`src/rtl/seq_det_pkg.sv`:
```
// seq_det_pkg: shared constants and the saturating-increment helper for the sequence detector.
package seq_det_pkg;
    localparam bit MODE_MOORE = 1'b0;
    localparam bit MODE_MEALY = 1'b1;
    localparam int DEF_PAT_W = 5;
    localparam logic [DEF_PAT_W-1:0] DEF_PAT = 5'b10010;

    function automatic logic [31:0] sat_inc(input logic [31:0] val, input int width);
        logic [31:0] max_v;
        max_v = (width >= 32) ? 32'hFFFF_FFFF : (32'd1 << width) - 32'd1;
        return (val >= max_v) ? max_v : val + 32'd1;
    endfunction
endpackage

```
`src/rtl/seq_det_if.sv`:
```
// seq_det_if: serial stream, pattern-load and result signals of the sequence detector.
interface seq_det_if
    import seq_det_pkg::*;
#(
    parameter int PAT_W = DEF_PAT_W,
    parameter int CNT_W = 8
);
    logic             j;
    logic             j_vld;
    logic             pat_load;
    logic [PAT_W-1:0] pat_in;
    logic             det;
    logic [CNT_W-1:0] match_cnt;

    modport master(output j, j_vld, pat_load, pat_in, input det, match_cnt);
    modport slave(input j, j_vld, pat_load, pat_in, output det, match_cnt);
endinterface

```
`src/rtl/seq_det_hist.sv`:
```
// seq_det_hist: history shift register (newest bit at LSB) and saturating valid-bit count.
module seq_det_hist
    import seq_det_pkg::*;
#(
    parameter int PAT_W = DEF_PAT_W
) (
    input  logic                         clk,
    input  logic                         rst,
    input  logic                         shift,
    input  logic                         clr,
    input  logic                         j,
    output logic [PAT_W-1:0]             hist,
    output logic [$clog2(PAT_W+1)-1:0]   fill
);
    localparam int FW = $clog2(PAT_W + 1);

    logic [PAT_W-1:0] hist_q, hist_d;
    logic [FW-1:0]    fill_q, fill_d;

    // clear wins over shift so a pattern load or non-overlap hit restarts matching
    always_comb begin
        hist_d = clr ? '0 : shift ? {hist_q[PAT_W-2:0], j} : hist_q;
        fill_d = clr ? '0 : (shift && fill_q != FW'(PAT_W)) ? fill_q + FW'(1) : fill_q;
    end

    always_ff @(posedge clk or negedge rst) begin
        if (!rst) begin
            hist_q <= '0;
            fill_q <= '0;
        end else begin
            hist_q <= hist_d;
            fill_q <= fill_d;
        end
    end

    assign hist = hist_q;
    assign fill = fill_q;
endmodule

```
`src/rtl/seq_det_param.sv`:
```
// seq_det_param: runtime-loadable serial pattern detector, Moore/Mealy and overlap selectable.
// Match counter present only when SEQ_DET_MATCH_CNT_EN is defined; otherwise match_cnt is 0.
module seq_det_param
    import seq_det_pkg::*;
#(
    parameter int               PAT_W   = DEF_PAT_W,
    parameter logic [PAT_W-1:0] PAT_RST = PAT_W'(DEF_PAT),
    parameter bit               MEALY   = MODE_MOORE,
    parameter bit               OVERLAP = 1'b1,
    parameter int               CNT_W   = 8
) (
    input logic      clk,
    input logic      rst,
    seq_det_if.slave bus
);
    localparam int FW = $clog2(PAT_W + 1);

    logic [PAT_W-1:0] pat_q, pat_d, hist;
    logic [FW-1:0]    fill;
    logic             hit, clr, det_q, det_d;
    logic             unused_hist_msb;

    // the oldest history bit is shifted out on the matching edge, so compare never needs it
    assign unused_hist_msb = hist[PAT_W-1];

    seq_det_hist #(.PAT_W(PAT_W)) u_hist (
        .clk  (clk),
        .rst  (rst),
        .shift(bus.j_vld),
        .clr  (clr),
        .j    (bus.j),
        .hist (hist),
        .fill (fill)
    );

    always_comb begin
        hit   = bus.j_vld && !bus.pat_load && (fill >= FW'(PAT_W - 1))
                && ({hist[PAT_W-2:0], bus.j} == pat_q);
        clr   = bus.pat_load || (!OVERLAP && hit);
        pat_d = bus.pat_load ? bus.pat_in : pat_q;
        det_d = hit;
    end

    always_ff @(posedge clk or negedge rst) begin
        if (!rst) begin
            pat_q <= PAT_RST;
            det_q <= 1'b0;
        end else begin
            pat_q <= pat_d;
            det_q <= det_d;
        end
    end

    assign bus.det = MEALY ? (hit && rst) : det_q;

`ifdef SEQ_DET_MATCH_CNT_EN
    logic [CNT_W-1:0] cnt_q, cnt_d;

    always_comb cnt_d = hit ? CNT_W'(sat_inc(32'(cnt_q), CNT_W)) : cnt_q;

    always_ff @(posedge clk or negedge rst) begin
        if (!rst) cnt_q <= '0;
        else      cnt_q <= cnt_d;
    end

    assign bus.match_cnt = cnt_q;
`else
    assign bus.match_cnt = CNT_W'(0);
`endif
endmodule
```
`src/flat_wrapper.sv`:
```
// flat-port wrapper written by rule: the top's interface ports become plain ports
module seq_det_param_flat import seq_det_pkg::*;
#(
    parameter int               PAT_W   = DEF_PAT_W,
    parameter logic [PAT_W-1:0] PAT_RST = PAT_W'(DEF_PAT),
    parameter bit               MEALY   = MODE_MOORE,
    parameter bit               OVERLAP = 1'b1,
    parameter int               CNT_W   = 8
)
  (clk, rst, bus_j, bus_j_vld, bus_pat_load, bus_pat_in, bus_det, bus_match_cnt);
  seq_det_if #(.PAT_W(PAT_W), .CNT_W(CNT_W)) bus_i ();
  input logic clk;
  input logic rst;
  input wire logic [$bits(bus_i.j)-1:0] bus_j;
  input wire logic [$bits(bus_i.j_vld)-1:0] bus_j_vld;
  input wire logic [$bits(bus_i.pat_load)-1:0] bus_pat_load;
  input wire logic [$bits(bus_i.pat_in)-1:0] bus_pat_in;
  output wire logic [$bits(bus_i.det)-1:0] bus_det;
  output wire logic [$bits(bus_i.match_cnt)-1:0] bus_match_cnt;
  assign bus_i.j = bus_j;
  assign bus_i.j_vld = bus_j_vld;
  assign bus_i.pat_load = bus_pat_load;
  assign bus_i.pat_in = bus_pat_in;
  assign bus_det = bus_i.det;
  assign bus_match_cnt = bus_i.match_cnt;
  seq_det_param #(.PAT_W(PAT_W), .PAT_RST(PAT_RST), .MEALY(MEALY), .OVERLAP(OVERLAP), .CNT_W(CNT_W)) u_core (.clk(clk), .rst(rst), .bus(bus_i));
endmodule
```
`config.mk`:
```
export PLATFORM = sky130hd
export DESIGN_NAME = seq_det_param_flat
export DESIGN_NICKNAME = d
export VERILOG_FILES = /design/src/rtl/seq_det_pkg.sv /design/src/rtl/seq_det_if.sv /design/src/rtl/seq_det_hist.sv /design/src/rtl/seq_det_param.sv /design/src/flat_wrapper.sv
export SDC_FILE = /design/constraint.sdc
export NUM_CORES = 1
export LEC_CHECK = 0
export ABC_AREA = 1
export BUFFER_PORTS_ARGS = -buffer_cell sky130_fd_sc_hd__buf_2
export CORE_MARGIN = 1.5
export CORE_UTILIZATION = 40
export CTS_CLUSTER_DIAMETER = 150
export DETAILED_ROUTE_END_ITERATION = 10
export HOLD_SLACK_MARGIN = 0.05
export PLACE_DENSITY = 0.63
export SYNTH_ARGS = -nofsm -noshare
export SYNTH_HDL_FRONTEND = slang
export SYNTH_HIERARCHICAL = 1
export SYNTH_SLANG_ARGS = --single-unit
export TNS_END_PERCENT = 1
```
`constraint.sdc`:
```
create_clock -name clk -period 1.9 [get_ports clk]
set_input_delay 0.57 -clock clk [delete_from_list [all_inputs] [get_ports clk]]
set_output_delay 0.57 -clock clk [all_outputs]
set_load 0.03 [all_outputs]
```
==> metrics.yaml <==
clk_latency_ns: 0.27
cts_buffers: 3
cts_hold_buf: 0
portBuffers: 10
cts_buffer_depth: 2
postRouteAntennaNets: 0
reg2reg_setup_slack_ns: 0.87
setup_ws_ns: 0.532
route.detailed.drc: 0
reg2reg_depth: 5
die_y_um: 45.9
final.fill_count: 185
final_core_util_pct: 46.6
dr.pass1.iters: 4
crit_path_max_fanout: 1
crit_buf_inv: 1
slowest_delay_ns: 0.36
pwr_density_cell_nw_per_um2: 727
root_buffer: "clkbuf_4"
cp_slowest_cell: "dfrtp_1"
drive_gt1_share_pct: 18.3
start_util_pct: 42.6
core_area_um2: 1730
via_count: 563
reg2reg_to: "u_core/u_hist/fill[1]$_DFFE_PN0P_"
path_class: "flip-flop to output pin"
n_antenna_cell: 0
fin_crit_sh_pct: 72.0
ys_warn_count: 6
r2r-start: "u_core/u_hist/fill[0]$_DFFE_PN0P_"
clock_skew_ns: 0.00569
tns_ns: 0
cp-end-kind: "output pin"
antenna_found_initial: 0
cts_tree: "done"
hold_viol: 0
placed_area_um2: 778
fin_area_um2: 805
path_depth: 1
grt_overflow: 0
grt_max_degree: 15
die_w_um: 45.9
slew_viol_final: 0
drt-initial-drc-count: 5
ir_drop_mv: 0.385
dp_slack_ns: 0.587
p_leak_nw: 0.439
max_cap_viol_count: 0
grt_pass1_vias: 485
totalWireLength_mm: 1.25
setup_viol_count_final: 0
rsz0062_at_grt: "no"
status: "finished clean"
syn_area_um2: 736
wire_per_inst_um: 9.29
htreeDepth: 1
vias_per_cell: 4.20
rows: 15
fin_crit_ns: 1.37
syn-mean-instance-area_um2: 7.58
cts_resized: 0
place_hpwl_um: 972
area_growth_pct: 9.35
startpoint_type: "flip-flop"
hold_path_class: "input port to async pin"
crit_required_ns: 1.33
clock_sink_count: 13
netlist_instances: 97
pin_count: 19
hold_slack_ns: 0.167
grt_pass1_wl_mm: 2.01
critical-path-top-delay-family: "flip-flops"
clkTransAtPathRegs_ns: 0.08
crit_arrival_ns: 0.80
grt_use_total_pct: 14.1
post_cts_buffers: 0
nets: 122
globalplace.congestion: 0.798
crit_chain: "buf_2"
clock.fmax_mhz: 731
die_area_um2: 2110
[final cells by class]
type | count | area, um^2 | area share [%]
tap | 25 | 31.3 | 3.89
clock buffer | 4 | 26.3 | 3.27
multi-input combinational | 63 | 298 | 37.0
inverter | 19 | 71.3 | 8.86
timing repair buffer | 10 | 50.0 | 6.22
sequential | 13 | 328 | 40.7
[layout by cell type, fill, tap and decap left out, types with 2 or more instances in the layout]
cell type and instances:
nand3_1 5, clkbuf_4 3, buf_2 10, dfstp_2 2, conb_1 8, ha_1 2
dfrtp_1 11, inv_1 18, o22ai_1 3, nor2_1 6, nand2_1 27, o21ai_0 6
[per-layer routing]
| metal | track usage [%] | wire length (um) |
|---|---|---|
| met1 | 19.1 | 638 |
| met2 | 20.0 | 540 |
| met3 | 2.38 | 56 |
| met4 | 10.3 | 9 |
| met5 | 0 | 0 |
[registers in the layout, indices dropped and copies added, names as in the netlist]
signal / count
u_core/u_hist/fill: 3
u_core/pat_q: 5
u_core/u_hist/hist: 4
u_core/bus.det: 1
[per-stage QoR]
step / power (mW) / cells
after floorplan: 0.403 / 104
after global placement: 0.418 / 130
after detailed placement: 0.421 / 130
after CTS: 0.596 / 134
after global routing: 0.630 / 134
final: 0.585 / 134
[power by group]
| group | total (mW) | switching [mW] | internal (mW) |
|---|---|---|---|
| clock | 0.171 | 0.0899 | 0.0813 |
| combinational | 0.102 | 0.0694 | 0.0321 |
| sequential | 0.313 | 0.0142 | 0.298 |
[worst max path at each step]
stage                                   endpoint  slack [ns]                startpoint
2_1_floorplan                            bus_det        0.86  u_core/bus.det$_DFF_PN0_
3_3_place_gp   u_core/u_hist/fill[2]$_DFFE_PN0P_        0.59              bus_pat_load
3_5_place_dp   u_core/u_hist/fill[2]$_DFFE_PN0P_        0.59              bus_pat_load
4_1_cts                                  bus_det        0.51  u_core/bus.det$_DFF_PN0_
5_1_grt                                  bus_det        0.48  u_core/bus.det$_DFF_PN0_
6_report                                 bus_det        0.53  u_core/bus.det$_DFF_PN0_
No activity file was read; power rests on OpenSTA's default activity.
